[config.mk]
export PLATFORM = sky130hd
export DESIGN_NAME = lv165_scan_ctrl
export DESIGN_NICKNAME = d
export VERILOG_FILES = /design/src/rtl/lv165_pkg.sv /design/src/rtl/lv165_scan_ctrl_phase_timer.sv /design/src/rtl/lv165_scan_ctrl.sv
export SDC_FILE = /design/constraint.sdc
export NUM_CORES = 1
export LEC_CHECK = 0
export CORE_MARGIN = 3
export CORE_UTILIZATION = 35
export CTS_CLUSTER_SIZE = 24
export DETAILED_ROUTE_END_ITERATION = 12
export GPL_TIMING_DRIVEN = 1
export HOLD_SLACK_MARGIN = 0.1
export PLACE_DENSITY = 0.61
export SYNTH_ARGS = -nofsm -noshare
export SYNTH_HDL_FRONTEND = slang
export SYNTH_SLANG_ARGS = --single-unit
export TNS_END_PERCENT = 1
[constraint.sdc]
create_clock -name i_clk -period 1.9 [get_ports i_clk]
set_input_delay 0.57 -clock i_clk [delete_from_list [all_inputs] [get_ports i_clk]]
set_output_delay 0.57 -clock i_clk [all_outputs]
set_load 0.01 [all_outputs]
[src/rtl/lv165_pkg.sv]
// Shared types and constants for the 74LV165 daisy-chain scan controller.
package lv165_pkg;

  localparam int unsigned LV165_BITS         = 8;
  localparam int unsigned LV165_HALF_DEFAULT = 2;
  localparam int unsigned LV165_PHASE_W      = 8;

  typedef enum logic [2:0] {
    ST_IDLE     = 3'd0,
    ST_LOAD     = 3'd1,
    ST_SETTLE   = 3'd2,
    ST_SHIFT_LO = 3'd3,
    ST_SHIFT_HI = 3'd4,
    ST_DONE     = 3'd5
  } state_e;

  // States during which a scan is in flight and o_busy is asserted.
  function automatic logic is_busy_state(input state_e s);
    return (s == ST_LOAD) || (s == ST_SETTLE) || (s == ST_SHIFT_LO) || (s == ST_SHIFT_HI);
  endfunction

endpackage

[src/rtl/lv165_scan_ctrl_phase_timer.sv]
// Loadable down-counter; o_expire pulses for one cycle in the last cycle of a phase.
module lv165_scan_ctrl_phase_timer
  import lv165_pkg::*;
(
  input  logic                     i_clk,
  input  logic                     i_reset,
  input  logic                     i_load,
  input  logic [LV165_PHASE_W-1:0] i_load_val,
  output logic                     o_expire
);

  logic [LV165_PHASE_W-1:0] cnt_q, cnt_d;
  logic                     expire_q, expire_d;

  // Count from the load value down to zero and hold there; expire marks the zero cycle.
  always_comb begin
    cnt_d    = cnt_q;
    expire_d = 1'b0;
    if (i_load) begin
      cnt_d    = i_load_val;
      expire_d = (i_load_val == '0);
    end else if (cnt_q != '0) begin
      cnt_d    = cnt_q - LV165_PHASE_W'(1);
      expire_d = (cnt_q == LV165_PHASE_W'(1));
    end
  end

  always_ff @(posedge i_clk) begin
    if (i_reset) begin
      cnt_q    <= '0;
      expire_q <= 1'b0;
    end else begin
      cnt_q    <= cnt_d;
      expire_q <= expire_d;
    end
  end

  assign o_expire = expire_q;

endmodule

[src/rtl/lv165_scan_ctrl.sv]
// Sequencer for a chain of 74LV165 shift registers: SH/LD pulse, serial clock,
// QH sampling and parallel word assembly with a one-cycle valid strobe.
module lv165_scan_ctrl
  import lv165_pkg::*;
#(
  parameter int unsigned NCHIPS = 1,
  parameter int unsigned WIDTH  = LV165_BITS * NCHIPS,
  parameter int unsigned HALF   = LV165_HALF_DEFAULT
) (
  input  logic             i_clk,
  input  logic             i_reset,
  input  logic             i_start,
  input  logic             i_q,
  output logic             o_sh_ld_n,
  output logic             o_serclk,
  output logic             o_busy,
  output logic             o_valid,
  output logic [WIDTH-1:0] o_data
);

  localparam int unsigned BIT_W = (WIDTH > 1) ? $clog2(WIDTH) : 1;
  localparam logic [LV165_PHASE_W-1:0] PHASE_LAST = LV165_PHASE_W'(HALF - 1);
  localparam logic [BIT_W-1:0]         BIT_LAST   = BIT_W'(WIDTH - 1);

  state_e             state_q, state_d;
  logic [BIT_W-1:0]   bit_q, bit_d;
  logic [WIDTH-1:0]   sreg_q, sreg_d;
  logic [WIDTH-1:0]   data_q, data_d;
  logic               sh_ld_n_q, sh_ld_n_d;
  logic               serclk_q, serclk_d;
  logic               busy_q, busy_d;
  logic               valid_q, valid_d;
  logic               timer_load_c;
  logic               phase_expire;

  // Every state lasts HALF cycles except IDLE and DONE; the timer restarts on each entry.
  lv165_scan_ctrl_phase_timer u_phase_timer (
    .i_clk      (i_clk),
    .i_reset    (i_reset),
    .i_load     (timer_load_c),
    .i_load_val (PHASE_LAST),
    .o_expire   (phase_expire)
  );

  always_comb begin
    state_d = state_q;
    bit_d   = bit_q;
    sreg_d  = sreg_q;

    case (state_q)
      ST_IDLE: begin
        if (i_start) begin
          state_d = ST_LOAD;
          bit_d   = '0;
        end
      end
      ST_LOAD: begin
        if (phase_expire) state_d = ST_SETTLE;
      end
      ST_SETTLE: begin
        if (phase_expire) state_d = ST_SHIFT_LO;
      end
      ST_SHIFT_LO: begin
        // Capture QH in the last low cycle, just ahead of the serclk rising edge.
        if (phase_expire) begin
          sreg_d  = WIDTH'({sreg_q, i_q});
          state_d = ST_SHIFT_HI;
        end
      end
      ST_SHIFT_HI: begin
        if (phase_expire) begin
          if (bit_q == BIT_LAST) begin
            state_d = ST_DONE;
          end else begin
            bit_d   = bit_q + BIT_W'(1);
            state_d = ST_SHIFT_LO;
          end
        end
      end
      ST_DONE: begin
        state_d = ST_IDLE;
      end
      default: begin
        state_d = ST_IDLE;
      end
    endcase

    timer_load_c = (state_d != state_q);

    // Outputs are decoded from the next state so they line up with the state register.
    sh_ld_n_d = (state_d != ST_LOAD);
    serclk_d  = (state_d == ST_SHIFT_HI);
    busy_d    = is_busy_state(state_d);
    valid_d   = (state_d == ST_DONE);
    data_d    = valid_d ? sreg_q : data_q;
  end

  always_ff @(posedge i_clk) begin
    if (i_reset) begin
      state_q   <= ST_IDLE;
      bit_q     <= '0;
      sreg_q    <= '0;
      data_q    <= '1;
      sh_ld_n_q <= 1'b1;
      serclk_q  <= 1'b0;
      busy_q    <= 1'b0;
      valid_q   <= 1'b0;
    end else begin
      state_q   <= state_d;
      bit_q     <= bit_d;
      sreg_q    <= sreg_d;
      data_q    <= data_d;
      sh_ld_n_q <= sh_ld_n_d;
      serclk_q  <= serclk_d;
      busy_q    <= busy_d;
      valid_q   <= valid_d;
    end
  end

  assign o_sh_ld_n = sh_ld_n_q;
  assign o_serclk  = serclk_q;
  assign o_busy    = busy_q;
  assign o_valid   = valid_q;
  assign o_data    = data_q;

endmodule

==> metrics.txt <==
status completed; worst-case reg-to-reg path depth 5; end of the worst register-to-register path u_phase_timer.cnt_q[6]; Worst setup endpoint u_phase_timer.cnt_q[6]; post-DR vias/cell 5.34; number of antenna violations at the first check in global routing 0; reg-to-reg setup timing slack 0.12 ns; Tcrit/Tclk final 93.5%; number of enable-type register cells in the synthesized netlist 0; ANT cells 0; clock period minus worst slack approximately 1.8 ns; netlist area before placement 1590 sq um; clock buffer depth 2; met2 capacity usage during global routing 22.0%; DR WL/cell 13.4 um; Final HPWL DP 2380 um; Setup TNS 0 ns; kind of critical path reg -> reg; clock latency on the worst-skew pair ~0.29 ns; source of the critical timing path u_phase_timer.cnt_q[1]; number of placed I/O pins 16; largest net degree at the start of global routing 21; Clk pin slew, worst setup/hold paths 0.07 ns; count of TritonRoute iterations in the first routing pass 4; Starting Density 38.0%; origin of the critical flop-to-flop path u_phase_timer.cnt_q[1]; power density over the cells 1220 nW/um^2; clock sinks 35; required arrival time at the worst endpoint 2.10 ns; RSZ-0062 raised after global routing false; Placeable Area ~4200 sq um; Max-Cap Viols 0; largest driver fanout on the critical path 4; pin slew with the least headroom to its limit 0.479 ns; total vias in the final route 1319; normalized max-slew margin 67.9%; global routing met3 resource utilization 4.10%; Synth Register Bits 35; wirelength, routed 3320 um; DRC violation count after routing 0; part of the Yosys area used for sequential elements 44.2%; share of async-settable or async-resettable flops after synthesis 0%; Post-DRT Antenna Nets 0; clock tree from TritonCTS done; Yosys Warn Count 0; deepest level of the CTS H-tree 2; die width 73.3 um; synthesis-to-finish area growth 24.8%; Fill cells approximately 380; Hold Buf Count CTS 0; routability congestion estimate from global placement a little under 0.8; wire length of the first global-routing pass 5740 um; most crowded layer after global routing met2; share of the core filled with cells between 40% and 50%; count of pins over their slew limit 0; Avg Synthesized Cell Area 9.17 sq um; # Post-CTS Setup Buffers 0; Die Outline Area 5380 sq um; maximum clock skew at final layout 0.00873 ns; share of layout cells above drive strength 1 between 10% and 20%; Post-synth top flop dfxtp_1; number of global-route vias before repair around 1300; Max VDD drop 0.000654 V; Max Fclk roughly 0.56 GHz; Leakage Power 0.764 nW; number of buffers added by the clock tree synthesis step 5; endpoint class of the critical path flop; path type of the worst min-delay path reg -> reg; root buffer cell clkbuf_8; number of unique standard cell types used by synthesis 45; setup violators final 0; Gates resized, CTS repair 0; M1 GR Usage approximately 17%; global router's overall resource usage 13.7%; startpoint types flop; remaining global-route overflow 0; count of port buffers added during placement 15; Row Count 23; violation count after the first detailed-route iteration 83; count of mapped cells out of synthesis 173; net count after synthesis 182; overall die height 73.3 um; number of hold violations in the final report 0; post-layout net count 205; data arrival time of the critical path 1.98 ns
## power breakdown
part | switching (mW) | internal [mW] | leakage [nW]
Combinational | 0.365 | 0.340 | 0.414
Clock | 0.267 | 0.525 | 0.0654
Sequential | 0.0988 | 0.824 | 0.284
## critical path, cell delays in order (launching register included)
cell,delay (ns)
dfxtp_1,0.35
inv_1,0.12
ha_1,0.20
or3b_1,0.40
or4_1,0.40
a211oi_1,0.23
## layout make-up
cell class | instances | area [sq um] | area share, %
repair buffers | 27 | 240 | 12.1
clock inverters | 2 | 60.1 | 3.03
clock buffers | 6 | 72.6 | 3.67
inverters | 5 | 18.8 | 0.948
well taps | 50 | 62.6 | 3.16
flip-flops and latches | 35 | 701 | 35.4
multi-input cells | 122 | 825 | 41.7
## state kept, by name (all words and copies together) (netlist names)
name,cells
bit_q,3
o_busy,1
o_data,8
o_serclk,1
o_sh_ld_n,1
o_valid,1
sreg_q,8
state_q,3
u_phase_timer.cnt_q,8
u_phase_timer.o_expire,1
## layer usage
metal	vias up	routed length, um
met3	7	151
met5	-	0
met2	22	1520
met1	613	1570
li1	677	-
met4	0	81
## cells in the mapped netlist, types with 2 or more instances
master	n	share of area (%)
o21bai_1	3	1.4
nor4_2	2	1.6
nor2_1	3	0.71
nand2_1	22	5.2
o31ai_1	2	0.95
a21oi_1	12	3.8
or4_1	2	0.95
or3_1	5	2.0
a211oi_1	5	2.4
nor3_1	4	1.3
o21ai_0	5	1.6
or2_2	2	0.79
inv_1	5	1.2
nand2b_1	6	2.4
a211o_1	8	4.4
clkbuf_1	9	2.1
nand3b_1	2	0.95
or4_4	2	1.4
dfxtp_1	35	44
and3_1	8	3.2
o2bb2ai_1	3	1.7
ha_1	5	3.9
## how the worst min path moves through the flow
stage,start,end,depth (start not counted)
floorplan,sreg_q[7],sreg_q[7],2
global placement,sreg_q[7],sreg_q[7],2
detailed placement,sreg_q[7],sreg_q[7],2
CTS,sreg_q[7],sreg_q[7],2
global route,o_data[5],o_data[5],1
finish,sreg_q[7],sreg_q[7],2
## placed cells by master (no fill, tap or decap), types with 3 or more instances in the layout
master           synthesis  routed
clkbuf_8                 0       5
clkdlybuf4s50_1          0      15
buf_4                    0      12
ha_1                     5       5
a21oi_1                 12      12
o2bb2ai_1                3       3
nand2_1                 22      22
and3_1                   8       8
nor3_1                   4       4
nand2b_1                 6       6
o21ai_0                  5       5
a211oi_1                 5       5
inv_1                    5       5
o21bai_1                 3       3
dfxtp_1                 35      35
nor2_1                   3       3
or3_1                    5       5
a211o_1                  8       8
## kinds of logic (layout without fill, tap and decap cells)
kind of cell | Yosys count | count (layout) | synth area share, %
adder cells (fa/ha/maj) | 5 | 5 | 3.94
flip-flops | 35 | 35 | 44.2
buffers and inverters | 16 | 40 | 3.86
multiplexers | 1 | 1 | 0.631
XOR/XNOR | 2 | 2 | 1.10
AO/OA/AOI/OAI | 46 | 46 | 20.4
AND/OR/NAND/NOR | 68 | 68 | 25.9
## through the flow
stage / setup slack, ns / cells / hold slack, ns / instance area [sq um] / power, mW
after floorplan: 0.265 / 173 / 0.432 / 1590 / 1.46
after global placement: 0.0249 / 239 / 0.442 / 1850 / 1.59
after detailed placement: -0.0336 / 239 / 0.447 / 1850 / 1.63
after CTS: 0.133 / 247 / 0.458 / 1980 / 2.42
after global routing: 0.00977 / 247 / 0.483 / 1980 / 2.56
final: 0.124 / 247 / 0.458 / 1980 / 2.42
(Power assumes the default switching activity.)
==> patch 1: new RTL, same settings <==
`LV165_PHASE_W`: 8 -> 12.
--- a/src/rtl/lv165_pkg.sv
+++ b/src/rtl/lv165_pkg.sv
@@ -3,7 +3,7 @@
 
   localparam int unsigned LV165_BITS         = 8;
   localparam int unsigned LV165_HALF_DEFAULT = 2;
-  localparam int unsigned LV165_PHASE_W      = 8;
+  localparam int unsigned LV165_PHASE_W      = 12;
 
   typedef enum logic [2:0] {
     ST_IDLE     = 3'd0,
Formal check against the unedited RTL: same outputs for any inputs over 10 cycles, from zero or initial values and one cycle with i_reset high; that may be too few to reach the edited logic, so the function may still have changed.
==> patch 1 against the unedited design <==
Sequential cell count increased by 4; cell area increased by 10%; power increased by 12%; routed wire length increased by 4.2%; setup slack improved by 0.035 ns; synthesized cell count increased by 23%; worst hold slack improved by 0.00056 ns; synthesized area increased by 11%.
==> patch 1: results (changes against the unedited design) <==
Cells and area:
- The net count of the finished layout is 247 (+20%).
- The layout cell share with drive strength beyond 1 is 11.25% (-3.0 points).
- The number of fill cells is 500 (+31%).

Setup path:
- The critical path's largest stage delay was 0.48 ns (+0.08 ns).
- The startpoint identified for the worst register-to-register timing path is u_phase_timer.cnt_q[0]$_SDFFE_PP0P_.
- The worst-path cell with the longest stage delay is or4_1.
- The maximum fanout encountered on the critical timing path is 7 (+3).

Placed design:
- The global placer's final weighted congestion is 0.7764 (-1.7%).
- The instance count after placement with tap cells included is 299 (+25%).

Run status:
- The flow ran to the end, and the final reports show no timing, DRC or antenna violations.

Logic synthesis:
- The portion of the post-synthesis area used by sequential elements came to 44.41% (+0.25 points).
- The net count after synthesis came to 220 (+21%).
- The count of different cell masters after synthesis came to 35 (-22%).
- By count the netlist is led by nand2_1 (46), dfxtp_1 (39), a21oi_1 (21).

GRT:
- The wire length of the first global-routing pass is 6134 um (+6.9%).
- The global-route track usage on met2 is 22.74% (+0.69 points).
- The via count of the first global-routing pass is 1417 (+12%).

Routing:
- The routed length on met1 was 1633 um (+3.7%).
- The via count is 1474 (+12%).
- The met2 wire length is 1670 um (+10%).
- The total met3 wirelength after detailed routing is 101 um (-33%).

CTS:
- The number of cells upsized or downsized after cts is 1 (+1).

Pwr:
- The static leakage was 0.9013 nW (+18%).

STA:
- The setup clock skew after layout is 0.009985 ns (+0.001259 ns).

Hold path:
- In this run the most critical hold path is launched from bit_q[2]$_SDFFE_PP0P_.
-- patch 1: logic make-up (layout without fill, tap and decap cells) --
kind of cell,Yosys count,count (layout),share of synthesized area [%]
xor gates and xnor gates,2,2,0.9966
buffers and inverters,16,44,3.701
muxes,6,6,3.701
and+or+nand+nor,108,108,32.24
adders and majority gates,4,4,2.847
DFF,39,39,44.41
AOI/OAI and AO/OA,37,37,12.10
-- patch 1: worst min-delay path, cell delays in order, from the launching register on --
cell and delay (ns):
dfxtp_1 0.32, nand2_1 0.05, a21oi_1 0.05
-- patch 1: final cells by class --
cell class	count	share of cell area, %
Multi-Input combinational cell	157	41.90
Sequential cell	39	35.86
Timing Repair Buffer	31	12.36
Tap cell	67	3.851
Clock buffer	5	3.161
Clock inverter	3	2.011
Inverter	5	0.8621
-- patch 1: where the power goes --
group / total [W] / switching, W / internal (W) / leakage [nW]
Combinational: 0.000980 / 0.000511 / 0.000469 / 0.526
Sequential: 0.00104 / 0.000122 / 0.000920 / 0.317
Clock: 0.000688 / 0.000297 / 0.000391 / 0.0581
-- patch 1: final timing paths --
| path | endpoint | slack (ns) | depth (start not counted) |
|---|---|---|---|
| setup / recovery | u_phase_timer.cnt_q[7]$_SDFFE_PP0P_ | 0.16 | 6 |
| setup reg to reg | u_phase_timer.cnt_q[7]$_SDFFE_PP0P_ | 0.16 | 6 |
| hold / removal | bit_q[2]$_SDFFE_PP0P_ | 0.46 | 2 |
| hold reg to reg | bit_q[2]$_SDFFE_PP0P_ | 0.46 | 2 |
-- patch 1: metrics by stage --
step / utilization [%] / cell area [um2] / total power, W
detailed placement: 43.16 / 2066 / 0.002042
global placement: 43.16 / 2066 / 0.002029
CTS: 45.49 / 2177 / 0.002741
finish: 45.49 / 2177 / 0.002710
global route: 45.49 / 2177 / 0.002894
floorplan: - / 1758 / 0.001782
==> patch 2: new RTL, same settings <==
Without the edit above. Re-encode `state_e` (6 states) as Gray code, 3 bits wide.
--- a/src/rtl/lv165_pkg.sv
+++ b/src/rtl/lv165_pkg.sv
@@ -6,12 +6,12 @@
   localparam int unsigned LV165_PHASE_W      = 8;
 
   typedef enum logic [2:0] {
-    ST_IDLE     = 3'd0,
-    ST_LOAD     = 3'd1,
-    ST_SETTLE   = 3'd2,
-    ST_SHIFT_LO = 3'd3,
-    ST_SHIFT_HI = 3'd4,
-    ST_DONE     = 3'd5
+    ST_IDLE     = 3'b000,
+    ST_LOAD     = 3'b001,
+    ST_SETTLE   = 3'b011,
+    ST_SHIFT_LO = 3'b010,
+    ST_SHIFT_HI = 3'b110,
+    ST_DONE     = 3'b111
   } state_e;
 
   // States during which a scan is in flight and o_busy is asserted.
Behaviour: no difference found for any inputs over 10 cycles, from zero or initial values and one cycle with i_reset high; not proved beyond that.
==> patch 2 against the unedited design <==
Setup slack gained 0.018 ns; sequential cell count stayed put; worst hold slack improved by 0.019 ns; routed wire length up 0.72%; power is 7.4% lower; synthesized area rose by 0.63%; cell count down 2.8%; cell area fell by 0.76%.
==> patch 2: results (changes against the unedited design) <==
Setup path:
- The critical path's largest stage delay is 0.47 ns (+0.07 ns).
- The worst-path cell with the longest stage delay is or3b_2.
- The maximum fanout encountered on the critical timing path is 6 (+2).
- In this run the critical register-to-register path is launched from u_phase_timer.cnt_q[0]$_SDFFE_PP0P_.

Pwr:
- The total design power is 0.002240 W (-7.4%).
- The static leakage is 0.7599 nW (-0.47%).

Routing:
- The met2 wire length is 1504 um (-0.73%).
- The via count is 1285 (-2.6%).
- The routed length on met1 came to 1633 um (+3.7%).

Placed design:
- The global placer's final weighted congestion is 0.8508 (+7.7%).
- The instance area after placement is 0.001866 mm2 (+1.0%).

Cells and area:
- The final design area excluding fillers was 0.001964 mm2 (-0.76%).
- The layout cell share with drive strength beyond 1 is 15.79% (+1.6 points).
- The share of final layout cell area taken by non-clock buffers came to 12.61% (+0.48 points).
- The layout inverter count without the clock tree is 7 (+2).
- The count of plain and timing-repair buffers came to 28 (+3.7%).
- The fraction of area in clock buffers and inverters is 5.032% (-1.7 points).
- The count of multi-input gates came to 112 (-8.2%).
- The combined area of the multi-input logic cells is 828.3 um2 (+0.46%).
- The number of non-filler instances in the completed layout is 240 (-2.8%).
- The net count of the finished layout is 198 (-3.4%).

Hold path:
- The startpoint of the most critical hold path is o_data[0]$_SDFFE_PP1P_.

Logic synthesis:
- The count of different cell masters after synthesis is 46 (+2.2%).
- The mean cell area of the mapped netlist is 9.618 um2 (+4.9%).
- The portion of the post-synthesis area used by sequential elements is 43.89% (-0.28 points).
- By count the netlist is led by dfxtp_1 (35), nor2_1 (11), clkbuf_1 (10).
- The net count after synthesis is 175 (-3.8%).
- Yosys attributes the largest share of cell area to dfxtp_1 (44%), mux2i_1 (5.6%), a211o_1 (4.4%).

GRT:
- The maximum number of pins on one net before global-route repair is 25 (+19%).
- The global router's overall resource usage is 13.69% (-0.022 points).
- The met3 track demand over resource in global routing is 3.967% (-0.14 points).
- The wire length of the first global-routing pass is 5761 um (+0.37%).

Run status:
- The run finished with clean final reports.
[patch 2: report_power, final]
part	switching, W	total [W]	internal (W)
registers	0.000104	0.000925	0.000821
clock network	0.000279	0.000575	0.000296
logic	0.000371	0.000740	0.000369
[patch 2: path summary, 6_finish.rpt]
path | endpoint | cells after the start | slack, ns
min | o_data[0]$_SDFFE_PP1P_ | 1 | 0.48
max | u_phase_timer.cnt_q[1]$_SDFFE_PP0P_ | 5 | 0.14
min reg2reg | o_data[0]$_SDFFE_PP1P_ | 1 | 0.48
max reg2reg | u_phase_timer.cnt_q[1]$_SDFFE_PP0P_ | 5 | 0.14
[patch 2: cells by family after synthesis]
kind of cell	after synthesis	synth area share (%)
XOR/XNOR	3	1.646
AND/OR/NAND/NOR	56	22.41
adder cells (fa/ha/maj)	5	3.918
buffers and inverters	19	4.624
AO/OA/AOI/OAI	39	17.87
flip-flops	35	43.89
multiplexers	9	5.643
